**src/rtl/vector_op_controller_pkg.sv**
```systemverilog
// Shared type definitions for the vector operation controller: FSM state
// encodings and operation-mode codes.
package vec_ctrl_pkg;

    typedef enum logic [2:0] {
        ST_IDLE    = 3'd0,
        ST_INPUT_A = 3'd1,
        ST_INPUT_B = 3'd2,
        ST_COMPUTE = 3'd3,
        ST_DISPLAY = 3'd4,
        ST_ERROR   = 3'd5
    } state_e;

    typedef enum logic [1:0] {
        OP_ADD = 2'd0,
        OP_SUB = 2'd1,
        OP_MUL = 2'd2,
        OP_DOT = 2'd3
    } op_mode_e;

endpackage

```
**src/rtl/cycle_timer.sv**
```systemverilog
// Cycle counter for the COMPUTE watchdog; expired flags the LIMIT-th enabled
// cycle counted from the cycle in which clear is asserted.
module cycle_timer #(
    parameter int unsigned LIMIT = 1024
) (
    input  logic clk,
    input  logic rst,
    input  logic clear,
    input  logic enable,
    output logic expired
);

    localparam int unsigned CNT_W = $clog2(LIMIT) + 1;

    logic [CNT_W-1:0] count_q;
    logic [CNT_W-1:0] count_d;
    logic [CNT_W-1:0] count_cur;

    // clear takes effect in its own cycle so that cycle counts as zero
    always_comb begin
        count_cur = clear ? '0 : count_q;
        expired   = enable && (count_cur == CNT_W'(LIMIT - 1));
        count_d   = enable ? count_cur + 1'b1 : '0;
    end

    always_ff @(posedge clk or negedge rst) begin
        if (!rst) begin
            count_q <= '0;
        end else begin
            count_q <= count_d;
        end
    end

endmodule

```
**src/rtl/vector_op_controller.sv**
```systemverilog
// Sequences loading of two vectors into memory, launches a compute engine,
// and presents its result or a timeout error.
module vector_op_controller
    import vec_ctrl_pkg::*;
#(
    parameter int unsigned DATA_W      = 8,
    parameter int unsigned VEC_LEN     = 8,
    parameter int unsigned ADDR_W      = $clog2(2 * VEC_LEN),
    parameter int unsigned TIMEOUT_CYC = 1024
) (
    input  logic              clk,
    input  logic              rst,
    input  logic              start,
    input  logic [1:0]        op_mode,
    input  logic              abort,
    input  logic              restart,
    input  logic [DATA_W-1:0] input_value,
    input  logic              input_value_ready,
    output logic              input_enable,
    output logic [ADDR_W-1:0] mem_addr,
    output logic              mem_wr,
    output logic [DATA_W-1:0] mem_wdata,
    output logic [1:0]        mode_latched,
    output logic              comp_start,
    input  logic              comp_done,
    input  logic [DATA_W-1:0] comp_result,
    output logic              display_enable,
    output logic [DATA_W-1:0] display_value,
    output logic              error,
    output logic [2:0]        state
);

    localparam int unsigned IDX_W = $clog2(VEC_LEN);

    state_e            state_q, state_d;
    logic [IDX_W-1:0]  idx_q, idx_d;
    op_mode_e          mode_q, mode_d;
    logic              wr_q, wr_d;
    logic [ADDR_W-1:0] addr_q, addr_d;
    logic [DATA_W-1:0] wdata_q, wdata_d;
    logic [DATA_W-1:0] result_q, result_d;
    logic              comp_start_q, comp_start_d;
    logic              timer_expired;

    cycle_timer #(
        .LIMIT (TIMEOUT_CYC)
    ) u_timer (
        .clk     (clk),
        .rst     (rst),
        .clear   (comp_start_q),
        .enable  (state_q == ST_COMPUTE),
        .expired (timer_expired)
    );

    always_comb begin
        state_d      = state_q;
        idx_d        = idx_q;
        mode_d       = mode_q;
        wr_d         = 1'b0;
        addr_d       = addr_q;
        wdata_d      = wdata_q;
        result_d     = result_q;
        comp_start_d = 1'b0;

        if (abort) begin
            state_d = ST_IDLE;
            idx_d   = '0;
        end else begin
            case (state_q)
                ST_IDLE: begin
                    if (start) begin
                        state_d = ST_INPUT_A;
                        mode_d  = op_mode_e'(op_mode);
                        idx_d   = '0;
                    end
                end
                ST_INPUT_A, ST_INPUT_B: begin
                    if (input_value_ready) begin
                        wr_d    = 1'b1;
                        wdata_d = input_value;
                        addr_d  = (state_q == ST_INPUT_B) ? ADDR_W'(VEC_LEN) + ADDR_W'(idx_q)
                                                          : ADDR_W'(idx_q);
                        if (idx_q == IDX_W'(VEC_LEN - 1)) begin
                            idx_d = '0;
                            if (state_q == ST_INPUT_A) begin
                                state_d = ST_INPUT_B;
                            end else begin
                                state_d      = ST_COMPUTE;
                                comp_start_d = 1'b1;
                            end
                        end else begin
                            idx_d = idx_q + 1'b1;
                        end
                    end
                end
                ST_COMPUTE: begin
                    // done is checked first so it wins over a same-cycle timeout
                    if (comp_done) begin
                        result_d = comp_result;
                        state_d  = ST_DISPLAY;
                    end else if (timer_expired) begin
                        state_d = ST_ERROR;
                    end
                end
                ST_DISPLAY, ST_ERROR: begin
                    if (restart) begin
                        state_d = ST_INPUT_A;
                        idx_d   = '0;
                    end
                end
                default: state_d = ST_IDLE;
            endcase
        end
    end

    always_ff @(posedge clk or negedge rst) begin
        if (!rst) begin
            state_q      <= ST_IDLE;
            idx_q        <= '0;
            mode_q       <= OP_ADD;
            wr_q         <= 1'b0;
            addr_q       <= '0;
            wdata_q      <= '0;
            result_q     <= '0;
            comp_start_q <= 1'b0;
        end else begin
            state_q      <= state_d;
            idx_q        <= idx_d;
            mode_q       <= mode_d;
            wr_q         <= wr_d;
            addr_q       <= addr_d;
            wdata_q      <= wdata_d;
            result_q     <= result_d;
            comp_start_q <= comp_start_d;
        end
    end

    assign input_enable   = (state_q == ST_INPUT_A) || (state_q == ST_INPUT_B);
    assign mem_addr       = addr_q;
    assign mem_wr         = wr_q;
    assign mem_wdata      = wdata_q;
    assign mode_latched   = mode_q;
    assign comp_start     = comp_start_q;
    assign display_enable = (state_q == ST_DISPLAY);
    assign display_value  = (state_q == ST_DISPLAY) ? result_q : '0;
    assign error          = (state_q == ST_ERROR);
    assign state          = state_q;

endmodule

```
**config.mk**
```make
export PLATFORM = sky130hd
export DESIGN_NAME = vector_op_controller
export DESIGN_NICKNAME = d
export VERILOG_FILES = /design/src/rtl/vector_op_controller_pkg.sv /design/src/rtl/cycle_timer.sv /design/src/rtl/vector_op_controller.sv
export SDC_FILE = /design/constraint.sdc
export NUM_CORES = 1
export LEC_CHECK = 0
export CAP_MARGIN = 20
export CORE_MARGIN = 1.5
export CORE_UTILIZATION = 65
export CTS_BUF_LIST = sky130_fd_sc_hd__clkbuf_8
export DETAILED_ROUTE_END_ITERATION = 6
export DONT_BUFFER_PORTS = 1
export PLACE_DENSITY = 0.93
export SYNTH_ARGS = -nofsm -noshare
export SYNTH_HDL_FRONTEND = slang
export SYNTH_SLANG_ARGS = --single-unit
```
**constraint.sdc**
```tcl
create_clock -name clk -period 2.4 [get_ports clk]
set_input_delay 0.48 -clock clk [delete_from_list [all_inputs] [get_ports clk]]
set_output_delay 0.48 -clock clk [all_outputs]
set_load 0.03 [all_outputs]
```
==> run metrics <==
Total Routing Usage GR=0.244; H-tree Lvls=2; detailed placement HPWL=approximately 2800 um; period utilization=0.931; Mapped Cells=approximately 170; crit path kind=reg2out; busiest layer in global routing=met2; Initial Util=0.673; maximum clock insertion buffer count=2; crit end category=output port; vias per cell=a little under 6; Port Buf Inserts=0; synth unique cells=36; number of synthesized flops with an enable pin=0; DRT Pass-1 Iters=4; Synth Area in Simple Gates=0.177; CORE AREA=between 3000 and 4000 sq um; Max IR drop VDD=about 0.00085 V; GPL Wtd Cong=approximately 0.83; M3 GR Usage=0.0637; synth top area cells=dfrtp_1 (51%), mux2_2 (12%), nor2_1 (4.3%); DRT antenna net count=0; layout cells sized above 1=0.303; top achievable clock speed=about 450 MHz; post-route setup slack=0.165 ns; first-pass GRT wire length=a little over 6000 um; Hold Fails Final Rpt=0; met1 Usage GRT=0.279; Adder-Cell Fraction of Synth Area=0.0186; die height=approximately 59 um; # clock sinks=slightly above 40; Worst-Margin Slew=about 0.6 ns; worst hold slack=~0.012 ns; Worst path top cell family by delay=simple AND/OR/NAND/NOR gates; Synth area leader=dfrtp_1; Synth Area in Compound Gates=0.0557; mux cell area share after synthesis=0.145; die width=slightly below 60 um; Flop pwr share=0.447; top-count cell post-synth=dfrtp_1; Logic pwr share=0.353; average size of a mapped cell=between 10 and 15 sq um; RSZ-0062 raised after global routing=false; clock power share=0.200; DIE AREA=roughly 3500 sq um; Critical path buffers and inverters=1; Post-synth top cells=dfrtp_1 (41), nor2_1 (23), mux2_2 (22); CP arrival=between 1.5 and 2 ns; switching pwr=~1.1 mW; Net Count, Synth=200; Tmin final=2.23 ns; prevailing post-synth register cell=dfrtp_1; maximum capacitance violations=0; TritonCTS clock tree=done; row count=20; GR Overflow Total=0; DRC errors left=0; CP cell instances=nand2b_1 > nor2_2 > and2_1 > buf_4; vias in the first global route=1296; Vias=1291; skew final=roughly 0.0055 ns; largest family of logic cells by synthesized area=simple AND/OR/NAND/NOR gates; # diodes=0; Worst Path Required=between 1.5 and 2 ns; drt initial violations=64; worst r2r src=idx_q[0]; Root Driver=clkbuf_8; outcome=complete, no violations; crit start category=register; max-slew violations=0; share of the synthesized area in the top cell type=0.508; Worst Reg2Reg Path Length in Cells=6; internal power=roughly 1.6 mW; total CTS buffers=5; area of the mapped netlist=between 2000 and 2500 sq um; drt wl/cell=~18 um; reg2reg setup slack=0.43 ns; Total Routed Length=between 3000 and 4000 um; Slowest cell on crit path=nor2_2; nets=215; clock slew at reported path FFs=about 0.080 ns; Slew headroom=0.598; XOR/XNOR Fraction of Synth Area=0.0471; final core utilization=0.747; final setup violation count=0; initial antenna violation count=0; ys async rst share=1.00; I/O pin count=between 50 and 60; Seq/Total Area, Yosys=0.508; Yosys Warn Count=0; register bit total from synthesis=slightly above 40; CP max stage delay=just under 0.5 ns; Worst-Skew Late Latency=0.30 ns; Final TNS setup=0 ns; FF-to-FF End=state[1]; Sw Ratio=0.409; grt met2 use=0.414; pin count of the biggest net entering global routing=42; Leak Pwr=approximately 1.1 nW; Power Density=~1200 nW/um^2; pre-CTS setup slack=around 0.26 ns; Area growth syn-to-layout=11.0%; worst min path class=in2async; Max FO, Critical Path=9
cells in the final DEF, fill, tap and decap left out, drive strengths merged, types with 2 or more instances in the layout:
cell type,n
dfrtp,41
mux2,23
o21ai,2
xnor2,8
xor2,2
nand2b,2
buf,15
nand2,6
or2,2
nor2,23
and2b,3
clkbuf,5
inv,10
mux2i,3
nor3,4
a31oi,3
nor4,3
nand3,5
ha,3
nand3b,2
and2,8
or3,3
timing repair:
action,in CTS,in global routing
hold buffers,1,0
setup endpoints to repair,8,0
gates resized for setup,1,0
hold endpoints to repair,41,0
buffers inserted,0,0
state kept, by name, summed over array words and instances, names as in the netlist:
| register | count |
|---|---|
| result_q | 8 |
| state | 3 |
| mem_wr | 1 |
| idx_q | 3 |
| comp_start | 1 |
| mem_addr | 4 |
| mem_wdata | 8 |
| mode_latched | 2 |
| u_timer.count_q | 11 |
metal layers:
layer,vias up,wire (um)
met4,0,111
met1,631,1470
met5,-,0
met3,10,212
li1,617,-
met2,33,2110
power groups by stage:
stage               Combinational (mW)  Clock (mW)  Sequential [mW]
floorplan                        0.755           0             1.26
global route                      1.06       0.587             1.26
global placement                 0.906           0             1.24
detailed placement               0.959           0             1.25
CTS                              0.981       0.561             1.24
finish                           0.977       0.554             1.24
area by class of cell:
class                           count  area [sq um]
Clock buffer                        5          68.8
Sequential cell                    41          1030
Inverter                           10          37.5
Multi-Input combinational cell    114           898
Clock inverter                      3          46.3
Timing Repair Buffer               15           125
Fill cell                         208           759
Tap cell                           33          41.3
stage by stage:
step,area (sq um),power (mW),cells
2_1_floorplan,2020,2.02,172
3_3_place_gp,2110,2.14,212
3_5_place_dp,2110,2.21,212
4_1_cts,2240,2.78,221
5_1_grt,2240,2.91,221
6_report,2240,2.77,221
kinds of logic after synthesis:
group / count (synthesis)
fa+ha+maj: 3
mux: 26
xor+xnor: 10
buf+inv: 17
compound gates: 12
simple gates: 63
flops: 41
how the worst max path moves through the flow:
stage / startpoint / endpoint / slack [ns] / depth (start not counted)
after floorplan: state[1] / display_value[0] / 0.11 / 4
after global placement: state[1] / display_value[5] / 0.32 / 4
after detailed placement: state[1] / display_value[2] / 0.26 / 4
after CTS: state[1] / display_value[2] / 0.19 / 4
after global routing: state[1] / display_value[3] / 0.06 / 4
final: state[1] / display_value[3] / 0.17 / 4
Note: power is estimated with default switching activity, not from simulation.
